===== src/rtl/mult_job_sequencer.sv =====
// Job controller in front of seq_mult8x8: buffers operand pairs in a small
// FIFO, launches one multiplication at a time, waits for the core's done edge
// and presents the product over a valid/ready handshake. A watchdog abandons
// jobs whose core never completes and raises a sticky error flag.
module mult_job_sequencer #(
    parameter int FIFO_DEPTH = 2,   // power of 2, >= 2
    parameter int TIMEOUT    = 15,  // max cycles spent in WAIT, >= 8
    parameter int CNT_W      = 4    // watchdog width, must hold TIMEOUT
) (
    input  logic        clk,
    input  logic        aclr_n,
    input  logic        in_valid,
    output logic        in_ready,
    input  logic [7:0]  in_a,
    input  logic [7:0]  in_b,
    output logic [7:0]  mult_dataa,
    output logic [7:0]  mult_datab,
    output logic        mult_start,
    input  logic        mult_done,
    input  logic [15:0] mult_product,
    output logic        out_valid,
    input  logic        out_ready,
    output logic [15:0] out_product,
    output logic        busy,
    output logic        timeout_err,
    input  logic        err_clr
);

    localparam int PTR_W = $clog2(FIFO_DEPTH);
    localparam int CNT_FW = $clog2(FIFO_DEPTH + 1);
    localparam logic [CNT_FW-1:0] FULL_CNT = CNT_FW'(FIFO_DEPTH);
    localparam logic [CNT_W-1:0] WD_LAST = CNT_W'(TIMEOUT - 1);

    typedef enum logic [1:0] {
        ST_IDLE,
        ST_LAUNCH,
        ST_WAIT
    } state_t;

    state_t state, state_nxt;

    logic [15:0]       mem [FIFO_DEPTH];
    logic [PTR_W-1:0]  wr_ptr, rd_ptr;
    logic [CNT_FW-1:0] count;
    logic [15:0]       head;
    logic              push, pop;
    logic              done_q, done_rise;
    logic              capture, expire;
    logic [CNT_W-1:0]  watchdog;

    // Full FIFO refuses pushes outright, even when the head leaves this cycle.
    assign in_ready  = (count != FULL_CNT);
    assign push      = in_valid & in_ready;
    assign head      = mem[rd_ptr];
    assign done_rise = mult_done & ~done_q;
    assign busy      = (state != ST_IDLE);

    // FSM state register.
    always_ff @(posedge clk or negedge aclr_n) begin
        // NOTE: sequential state uses non-blocking assignment so every flop samples pre-edge values.
        if (!aclr_n) state <= ST_IDLE;
        else         state <= state_nxt;
    end

    // Next state, launch strobe and job-completion decisions.
    always_comb begin
        // NOTE: every output gets a default first so no path can infer a latch.
        state_nxt  = state;
        mult_start = 1'b0;
        pop        = 1'b0;
        capture    = 1'b0;
        expire     = 1'b0;
        case (state)
            ST_IDLE: begin
                // Launch only if the result register is free or being drained now.
                if ((count != '0) && (!out_valid || out_ready)) begin
                    pop       = 1'b1;
                    state_nxt = ST_LAUNCH;
                end
            end
            ST_LAUNCH: begin
                mult_start = 1'b1;
                state_nxt  = ST_WAIT;
            end
            ST_WAIT: begin
                if (done_rise) begin
                    capture   = 1'b1;
                    state_nxt = ST_IDLE;
                end else if (watchdog == WD_LAST) begin
                    expire    = 1'b1;
                    state_nxt = ST_IDLE;
                end
            end
            default: state_nxt = ST_IDLE;
        endcase
    end

    // FIFO storage; contents are qualified by count so they need no reset.
    always_ff @(posedge clk) begin
        // NOTE: the memory array is deliberately left unreset; only pointers and count are.
        if (push) mem[wr_ptr] <= {in_a, in_b};
    end

    // FIFO pointers and occupancy; pointers wrap naturally at FIFO_DEPTH.
    always_ff @(posedge clk or negedge aclr_n) begin
        if (!aclr_n) begin
            wr_ptr <= '0;
            rd_ptr <= '0;
            count  <= '0;
        end else begin
            if (push) wr_ptr <= wr_ptr + PTR_W'(1);
            if (pop)  rd_ptr <= rd_ptr + PTR_W'(1);
            case ({push, pop})
                2'b10:   count <= count + CNT_FW'(1);
                2'b01:   count <= count - CNT_FW'(1);
                default: count <= count;
            endcase
        end
    end

    // Operands held stable for the core from launch until the next pop.
    always_ff @(posedge clk or negedge aclr_n) begin
        if (!aclr_n) begin
            mult_dataa <= '0;
            mult_datab <= '0;
        end else if (pop) begin
            mult_dataa <= head[15:8];
            mult_datab <= head[7:0];
        end
    end

    // Done edge detector and watchdog for the job in flight.
    always_ff @(posedge clk or negedge aclr_n) begin
        if (!aclr_n) begin
            done_q   <= 1'b0;
            watchdog <= '0;
        end else begin
            done_q <= mult_done;
            if (state == ST_LAUNCH)
                watchdog <= '0;
            else if (state == ST_WAIT && !capture && !expire)
                watchdog <= watchdog + CNT_W'(1);
        end
    end

    // Result register: capture wins over a same-cycle handshake.
    always_ff @(posedge clk or negedge aclr_n) begin
        if (!aclr_n) begin
            out_valid   <= 1'b0;
            out_product <= '0;
        end else if (capture) begin
            out_valid   <= 1'b1;
            out_product <= mult_product;
        end else if (out_valid && out_ready) begin
            out_valid <= 1'b0;
        end
    end

    // Sticky watchdog flag; a new timeout beats a same-cycle clear.
    always_ff @(posedge clk or negedge aclr_n) begin
        if (!aclr_n)      timeout_err <= 1'b0;
        else if (expire)  timeout_err <= 1'b1;
        else if (err_clr) timeout_err <= 1'b0;
    end

endmodule


===== config.mk =====
export PLATFORM = sky130hd
export DESIGN_NAME = mult_job_sequencer
export DESIGN_NICKNAME = d
export VERILOG_FILES = /design/src/rtl/mult_job_sequencer.sv
export SDC_FILE = /design/constraint.sdc
export NUM_CORES = 1
export LEC_CHECK = 0
export ABC_AREA = 1
export CORE_ASPECT_RATIO = 1.5
export CORE_MARGIN = 1
export CORE_UTILIZATION = 44
export DETAILED_ROUTE_END_ITERATION = 16
export PLACE_DENSITY_LB_ADDON = 0.25
export SKIP_LAST_GASP = 1
export SLEW_MARGIN = 20
export SYNTH_ARGS = -nofsm -noshare
export SYNTH_HDL_FRONTEND = slang
export SYNTH_SLANG_ARGS = --single-unit

===== constraint.sdc =====
create_clock -name clk -period 1.8 [get_ports clk]
set_clock_uncertainty 0.2 [all_clocks]
set_input_delay 0.36 -clock clk [delete_from_list [all_inputs] [get_ports clk]]
set_output_delay 0.36 -clock clk [all_outputs]
set_load 0.01 [all_outputs]

==> out/qor.yml <==
timing:
  relSlewSlack_pct: 68.1
  max_freq_ghz: 0.571
  tightest_slew_ns: 0.479
  fin_crit_ns: 1.75
  setup-tns-final_ns: 0
  setup_viol: 0
  slew_violations: 0
  rsz0062_at_grt: "true"
  final_hold_viol_count: 0
  fin_crit_sh_pct: 97.2
cells_and_area:
  drive_gt1_share_pct: 17.6
  multiInputGateArea_sq_um: 851
  area_delta_synth_final_pct: 36.1
  seq_area_sq_um: 2090
  fillers: 556
  instances_no_fill: 434
  fin_area_sq_um: 4140
  diodes: 0
  final_core_util_pct: 63.0
  fin_nets: 394
logic_synthesis:
  synth.yosys.seq_area_share_pct: 68.6
  synth-seq-cells: 77
  synth_fp_nets: 303
  syn_area_per_cell_sq_um: 11.6
  synth_cells: 262
  netlist_area_sq_um: 3040
  yosys_warnings: 0
  ys_types: 26
global_route:
  grt_pass1_wl_um: 9590
  grt_remaining_overflow: 0
  antenna_found_initial: 0
  gr-usage-all-layers_pct: 17.2
  grt_pass1_vias: 2127
  grt_max_degree: 35
floorplanning:
  std_cell_rows: 36
  chipHeight_um: 104
  die_x_um: 69.9
  core_sq_um: 6580
  start_util_pct: 46.3
  die-area_sq_um: 7260
  top_level_ports: 75
drt:
  drt-initial-drc-count: 72
  wl_per_cell_um: 13.0
  via_count: 2082
  drc: 0
  drtPass1Iterations: 4
  drt-total-wl_um: 5650
  viasPerCell: 4.80
  antenna_left: 0
cts:
  cts_tree: "built"
  htree_levels: 3
  clock_path_buffers: 2
  clk_pin_slew_ns: 0.08
  clockRootBuffer: "clkbuf_8"
  clkLatencyLatePin_ns: 0.34
  cts.sinks: 77
  cts_made_buffers: 9
placed_design:
  dp.cells: 415
  io_buffers: 74
  placed_cell_area_sq_um: 3950
  place.gp.congestion: 0.721
  hpwl_um: 3900
power_and_ir_drop:
  powerDensity_nw_per_um2: 1600
  max-vdd-ir-drop_mv: 0.787
  p_leak_nw: 1.94
  power_w: 0.00664
critical_path:
  path_max_fanout: 2
  cp.arrival_ns: 1.19
  crit_path_max_incr_delay_ns: 0.42
  critical_path_class: "reg -> out"
  crit_family: "flip-flops"
  slowest_stage: "dfrtp_1"
  crit_path_end_kind: "output port"
  cp_cell_sequence: "inv_2, nand2_1, inv_1, clkdlybuf4s15_1"
  crit_buf_inv: 3
  required_ns: 1.24
  start_kind: "flop"
min_path:
  min_path_type: "reg -> reg"
status:
  outcome: "finished, final reports clean"
run:
  maxCapViolCount: 0
[path summary, 6_finish.rpt]
check                                           startpoint                         end  slack [ns]  cells after the start
max in group asynchronous                           aclr_n   mult_datab[4]$_DFFE_PN0P_        0.49                      3
min in group asynchronous                           aclr_n       out_valid$_DFFE_PN0P_        0.28                      2
worst min-delay path            out_product[2]$_DFFE_PN0P_  out_product[2]$_DFFE_PN0P_        0.27                      2
worst min register to register  out_product[2]$_DFFE_PN0P_  out_product[2]$_DFFE_PN0P_        0.27                      2
worst max-delay path                  state[1]$_DFFE_PN0P_                  mult_start        0.05                      4
worst max register to register        state[1]$_DFFE_PN0P_        count[1]$_DFFE_PN0P_        0.13                      8
[placed cells by master, fill, tap and decap left out, types with 2 or more instances in the layout]
cell and n:
nand2_1 66, dfrtp_1 43, clkdlybuf4s50_1 36, edfxtp_1 32, dlygate4sd2_1 32, nand3_1 25
o21ai_0 20, or2_2 17, inv_1 16, clkbuf_8 10, buf_4 10, o21ai_1 7
o21ai_2 5, nor2_2 3, xor2_1 3, ha_1 3, clkdlybuf4s15_1 3, buf_12 3
nor2_4 2, dlymetal6s2s_1 2, dfrtp_2 2
[layout make-up]
cell class	instances	share of cell area (%)
Tap cell	76	2.29
Inverter	17	1.54
Multi-Input combinational cell	160	20.5
Clock buffer	11	3.41
Sequential cell	77	50.4
Timing Repair Buffer	88	20.4
Clock inverter	5	1.39
[per-layer routing]
metal  up-vias  GRT usage (%)  part of all wire [%]
met3         7           5.14                   5.1
li1       1049              -                     -
met4         0           7.57                   1.6
met1       962           19.5                    41
met5         -              0                     0
met2        64           29.5                    52
[cell usage after synthesis]
cell,count,area [sq um]
o21ai_1,7,35.0
buf_6,2,22.5
nand3_4,1,17.5
nor2_8,1,20.0
clkbuf_1,1,3.75
ha_1,3,37.5
o21ai_0,20,100
nor2_4,1,11.3
nand2_1,66,248
buf_2,3,15.0
nor2_1,3,11.3
inv_1,16,60.1
edfxtp_1,32,961
dfrtp_1,45,1130
buf_4,2,15.0
xor2_1,3,26.3
o22ai_1,1,6.26
nor2_2,2,12.5
xnor2_1,1,8.76
nand3_1,25,125
nand2_4,1,11.3
nand4_1,1,6.26
o21ai_2,5,43.8
or2_2,17,106
inv_2,1,3.75
a21oi_1,2,10.0
[report_power, final]
part           switching, W  leakage (nW)  total [W]  internal [W]
registers          0.000327         0.853    0.00282       0.00249
clock network      0.000616         0.100    0.00130      0.000682
logic               0.00136         0.985    0.00252       0.00116
[sequential cells by signal, summed over array words and instances, names as in the netlist]
register and flops:
watchdog 4, out_valid 1, state 2, out_product 16, rd_ptr 1, mult_datab 8
timeout_err 1, wr_ptr 1, done_q 1, mult_dataa 8, count 2, mem 32
[cell families after synthesis]
logic type                 count (synthesis)  share of synthesized area, %
and+or+nand+nor                          118                          18.7
buffers and inverters                     25                          3.95
DFF                                       77                          68.6
adders and majority gates                  3                          1.23
AOI/OAI and AO/OA                         35                          6.41
xor gates and xnor gates                   4                          1.15
[timing repair]
item | CTS | global route
endpoints found under the setup margin | 35 | 16
hold buffers | 1 | 0
buffers inserted | 2 | 0
hold endpoints to repair | 17 | 0
pin swaps | 1 | 1
gates resized for setup | 35 | 7
gates cloned | 0 | 0
[stage by stage]
step	setup WS, ns	hold slack, ns
6_report	0.0502	0.268
5_1_grt	-0.0364	0.294
4_1_cts	-0.00965	0.274
3_5_place_dp	-0.222	0.126
3_3_place_gp	-0.187	0.125
2_1_floorplan	0.0119	-0.136
[tightest hold or removal path, delay by kind of cell, from the launching register on]
kind / cells / cell delay (ns)
flip-flops: 1 / 0.34
AND/OR/NAND/NOR: 2 / 0.10
Power figures use the tool's default switching activity.
